`src/rtl/pair_queue.sv`:
```
// Receive-side queue for filtered particle pairs: drops null pairs, buffers the rest in a FWFT FIFO
// and flags the end of a reference sweep. Optional statistics counters are enabled by PAIR_QUEUE_STATS_EN.
module pair_queue #(
  parameter int DATA_W = 96,
  parameter int DEPTH  = 16,
  parameter int CNT_W  = 5
) (
  input  logic                clk,
  input  logic                rst,
  input  logic [2*DATA_W:0]   pair_i,
  input  logic                pair_valid_i,
  input  logic                pair_last_i,
  output logic                in_ready_o,
  output logic [DATA_W-1:0]   ref_o,
  output logic [DATA_W-1:0]   nbr_o,
  output logic                out_valid_o,
  input  logic                out_ready_i,
  output logic [CNT_W-1:0]    count_o,
  output logic                done_o,
  output logic                err_o,
  output logic [31:0]         acc_cnt_o,
  output logic [31:0]         drop_cnt_o
);

  localparam int PTR_W   = $clog2(DEPTH);
  localparam int ENTRY_W = 2 * DATA_W;
  localparam logic [CNT_W-1:0] FULL_CNT = CNT_W'(DEPTH);

  localparam logic [1:0] ST_IDLE  = 2'd0;
  localparam logic [1:0] ST_RUN   = 2'd1;
  localparam logic [1:0] ST_DRAIN = 2'd2;

  logic [1:0]         state_q, state_d;
  logic [PTR_W-1:0]   wr_ptr_q, wr_ptr_d;
  logic [PTR_W-1:0]   rd_ptr_q, rd_ptr_d;
  logic [CNT_W-1:0]   count_q, count_d;
  logic               err_q, err_d;
  logic [ENTRY_W-1:0] mem_q [DEPTH];

  logic               in_ready;
  logic               take;
  logic               is_null;
  logic               wr_en;
  logic               out_valid;
  logic               pop;
  logic               done;
  logic [ENTRY_W-1:0] head;

  // Handshakes: a word transfers on a cycle where its valid and the matching ready are both high;
  // valid never depends on ready, and the head word holds while out_valid_o is high without out_ready_i.
  always_comb begin
    in_ready  = (count_q != FULL_CNT) && (state_q != ST_DRAIN);
    take      = pair_valid_i && in_ready;
    is_null   = pair_i[2*DATA_W];
    wr_en     = take && !is_null;
    out_valid = (count_q != '0);
    pop       = out_valid && out_ready_i;
  end

  always_comb begin
    wr_ptr_d = wr_ptr_q;
    rd_ptr_d = rd_ptr_q;
    count_d  = count_q;
    if (wr_en) begin
      wr_ptr_d = wr_ptr_q + PTR_W'(1);
    end
    if (pop) begin
      rd_ptr_d = rd_ptr_q + PTR_W'(1);
    end
    case ({wr_en, pop})
      2'b10:   count_d = count_q + CNT_W'(1);
      2'b01:   count_d = count_q - CNT_W'(1);
      default: count_d = count_q;
    endcase
  end

  // No writes are accepted in DRAIN, so count_d here only reflects pops.
  always_comb begin
    state_d = state_q;
    case (state_q)
      ST_IDLE: begin
        if (take) begin
          state_d = pair_last_i ? ST_DRAIN : ST_RUN;
        end
      end
      ST_RUN: begin
        if (take && pair_last_i) begin
          state_d = ST_DRAIN;
        end
      end
      ST_DRAIN: begin
        if (count_d == '0) begin
          state_d = ST_IDLE;
        end
      end
      default: state_d = ST_IDLE;
    endcase
  end

  always_comb begin
    done  = (state_q == ST_DRAIN) && (count_d == '0);
    err_d = err_q || (pair_valid_i && !in_ready);
  end

  always_ff @(posedge clk or posedge rst) begin
    if (rst) begin
      state_q  <= ST_IDLE;
      wr_ptr_q <= '0;
      rd_ptr_q <= '0;
      count_q  <= '0;
      err_q    <= 1'b0;
    end else begin
      state_q  <= state_d;
      wr_ptr_q <= wr_ptr_d;
      rd_ptr_q <= rd_ptr_d;
      count_q  <= count_d;
      err_q    <= err_d;
    end
  end

  // Storage is not reset; the output mux below hides stale contents while the queue is empty.
  always_ff @(posedge clk) begin
    if (wr_en) begin
      mem_q[wr_ptr_q] <= pair_i[ENTRY_W-1:0];
    end
  end

  always_comb begin
    head = out_valid ? mem_q[rd_ptr_q] : '0;
  end

  assign in_ready_o  = in_ready;
  assign out_valid_o = out_valid;
  assign ref_o       = head[ENTRY_W-1:DATA_W];
  assign nbr_o       = head[DATA_W-1:0];
  assign count_o     = count_q;
  assign done_o      = done;
  assign err_o       = err_q;

`ifdef PAIR_QUEUE_STATS_EN
  logic [31:0] acc_q, acc_d;
  logic [31:0] drop_q, drop_d;
  logic [31:0] acc_base, drop_base;
  logic        leave_idle;

  // Counters restart when a new sweep begins; the word that starts the sweep is still counted.
  always_comb begin
    leave_idle = (state_q == ST_IDLE) && take;
    acc_base   = leave_idle ? '0 : acc_q;
    drop_base  = leave_idle ? '0 : drop_q;
    acc_d      = acc_base;
    drop_d     = drop_base;
    if (wr_en && (acc_base != 32'hFFFF_FFFF)) begin
      acc_d = acc_base + 32'd1;
    end
    if (take && is_null && (drop_base != 32'hFFFF_FFFF)) begin
      drop_d = drop_base + 32'd1;
    end
  end

  always_ff @(posedge clk or posedge rst) begin
    if (rst) begin
      acc_q  <= '0;
      drop_q <= '0;
    end else begin
      acc_q  <= acc_d;
      drop_q <= drop_d;
    end
  end

  assign acc_cnt_o  = acc_q;
  assign drop_cnt_o = drop_q;
`else
  assign acc_cnt_o  = '0;
  assign drop_cnt_o = '0;
`endif

endmodule

```
`config.mk`:
```
export PLATFORM = sky130hd
export DESIGN_NAME = pair_queue
export DESIGN_NICKNAME = d
export VERILOG_FILES = /design/src/rtl/pair_queue.sv
export SDC_FILE = /design/constraint.sdc
export NUM_CORES = 2
export LEC_CHECK = 0
export ABC_AREA = 1
export ABC_CLOCK_PERIOD_IN_PS = 9900
export CAP_MARGIN = 15
export CELL_PAD_IN_SITES_DETAIL_PLACEMENT = 2
export CELL_PAD_IN_SITES_GLOBAL_PLACEMENT = 2
export CORE_AREA = 2 2 451 676
export DETAILED_ROUTE_END_ITERATION = 8
export DIE_AREA = 0 0 453 678
export PLACE_DENSITY = 0.86
export SYNTH_ARGS = -nofsm -noshare
export SYNTH_HDL_FRONTEND = slang
export SYNTH_SLANG_ARGS = --single-unit
export TNS_END_PERCENT = 5
```
`constraint.sdc`:
```
create_clock -name clk -period 9.9 [get_ports clk]
set_input_delay 1.98 -clock clk [delete_from_list [all_inputs] [get_ports clk]]
set_output_delay 1.98 -clock clk [all_outputs]
set_load 0.02 [all_outputs]
```
==> metrics.txt <==
PnR Total Power=roughly 43 mW; Fin Setup TNS=0 ps; post-layout util=0.4550; Core Area=about 300000 µm²; Final Net Count=between 8k and 9k; Sink Count=about 3.1k; Synth cell types=30; Critical Path RT=approximately 7900 ps; Hold Crit Class=reg -> reg; Die X=between 400 and 500 µm; CP Cell Sequence=buf_12 > buf_4 > o21ai_0 > o221ai_1 > o211ai_1 > a21oi_1 > clkdlybuf4s50_1; Post-Synthesis Cell Area=approximately 120000 µm²; Bufs and invs on worst path=3; Peak supply drop=0.0002823 V; sequential cell area fraction in the yosys report=0.7725; hold depth=1; crit path DAT=around 6300 ps; fillers=approximately 29k; Final HPWL DP=around 230000 µm; Worst Path Max Fanout=233; root buf cell=clkbuf_16; top cell type by total area after synthesis=edfxtp_1; Crit path depth=7; hold_ws=around 480 ps; initial antenna violation count=65; first-pass GRT wire length=roughly 650000 µm; vias after detailed routing=~80k; Syn Inst Count=8362; Setup-failing EPs final=0; Post-CTS Resized=0; die height=slightly below 700 µm; vias in the first global route=88.11k; Worst-path clk slew=~60 ps; multi-input combinational cell area=about 24000 µm²; static leakage=around 42 nW; routed len/inst=36.02 µm; Slew HR=-0.1299; clock buffer depth=4; CTS tree=yes; RSZ-0062 raised after global routing=no; DR iter-0 viols=around 8.4k; max incr delay on CP=1050 ps; routed wire length=approximately 460000 µm; Num CTS Buffers=a little over 300; largest net degree at the start of global routing=around 260; Least-Margin Pin Slew=about 1700 ps; failing checks=slew limit; MaxCap Viol Count=0; CP top delay family=buffers and inverters; Layout area overhead=14.32%; Vias/cell=~6.3; Initial Utilization=0.3980; die area=307100 µm²; fin crit share=0.8365; CP max-delay cell=dfrtp_4; Antenna Nets Post-Route=0; Reg area=between 90000 and 100000 µm²; Max Slew Vio Count=around 170; final hold vios=0; H-tree levels=5; fmax=between 100 and 150 MHz; crit path time final=8282 ps; P per Cell Area=~320 nW/µm²; first-pass detailed-route iteration total=5; GRT overflow=0; post-CTS setup repair buffer count=0; GRT Total Usage=0.2922; fraction of layout cells with a size suffix above 1=0.06570; CP Capture Type=primary output; most frequent cells in the layout=3072 x edfxtp_1, 1545 x nor2_1, 1434 x o21ai_0; global placer's final weighted congestion=0.7558; clk_skew=around 56 ps; # hold bufs at CTS=0; synthesized flop and latch total=between 3k and 4k; critical path start-end classification=reg -> out; type of origin of the critical path=flop; synth warn=0; IO buf count=398; synth top area cells=edfxtp_1 77%, o21ai_0 6.0%, nor2_1 4.9%; Yosys top cell area share=0.7692; most common cell after layout, fill and taps aside=edfxtp_1; synthesized area per cell=approximately 14 µm²; worst r2r path cells=10; DR DRC count=0; # rows=approximately 250; clock latency on the worst-skew pair=roughly 900 ps; io pins=roughly 460; status=complete, but fails checks
## registers in the layout (all words and copies together) (netlist names)
register  count
mem_q      3072
count_o       5
rd_ptr_q      4
wr_ptr_q      4
state_q       2
err_o         1
## path summary, 6_finish.rpt
| kind | start | to | slack, ps |
|---|---|---|---|
| worst max register to register | count_o[2] | mem_q[6][12] | 5410 |
| worst min register to register | err_o | err_o | 480 |
| worst max-delay path | rd_ptr_q[0] | ref_o[52] | 1620 |
| max in group asynchronous | rst | rd_ptr_q[2] | 7810 |
| worst min-delay path | err_o | err_o | 480 |
| min in group asynchronous | rst | rd_ptr_q[1] | 1520 |
## cell usage after synthesis
cell type  number
conb_1          1
o22ai_1       241
o221ai_1      527
nand3b_1        1
xor2_1          7
buf_6          39
nor3_1          1
clkbuf_1      469
clkinv_1        1
dfrtp_1        16
nand3_1       152
o21ai_0      1434
o21ai_1       106
edfxtp_1     3072
a21o_1          1
nor2_1       1561
or2_2           2
inv_1          25
a21oi_1       192
ha_1            8
o21bai_1        1
xnor2_1         1
buf_4         117
buf_2          88
o211ai_1      241
nand4_1         3
inv_4           1
o31ai_1         1
nand2_1        42
buf_1          11
## cells by family after synthesis
kind of cell | after synthesis | share of synthesized area
compound gates | 2744 | 0.1386
xor+xnor | 8 | 0.0005843
fa+ha+maj | 8 | 0.0008346
buf+inv | 751 | 0.03055
flops | 3088 | 0.7725
other cells | 1 | 0.00003127
simple gates | 1762 | 0.05688
## per-stage QoR
stage	setup WS (ps)	cell area, µm²	cells
finish	1618	137100	12800
global route	1546	137100	12790
CTS	1889	136900	12750
detailed placement	2174	127100	12200
global placement	2416	127100	12200
floorplan	-1445	120200	8425
## where the power goes
part	leakage (nW)	internal (mW)	total [mW]	switching (mW)
sequential	27.8	14.9	15.3	0.399
clock	4.82	6.69	12.1	5.40
combinational	9.24	4.51	16.0	11.5
## final cells by class
cell class                 count  share of cell area
tap                         3984             0.03636
inverter                      27            0.001077
timing repair buffer         515             0.03880
clock inverter               177             0.01303
clock buffer                 374             0.05903
multi-input combinational   4586              0.1749
sequential                  3088              0.6759
antenna                       52           0.0009491
## per-layer routing
metal / wire length, µm / part of all wire / track usage / up-vias
li1: - / - / - / 32580
met1: 169600 / 0.37 / 0.3483 / 42610
met2: 235600 / 0.51 / 0.5060 / 3796
met3: 30410 / 0.066 / 0.04814 / 1136
met4: 25370 / 0.055 / 0.1515 / 22
met5: 190 / 0.00041 / 0 / -
(Power assumes the default switching activity.)
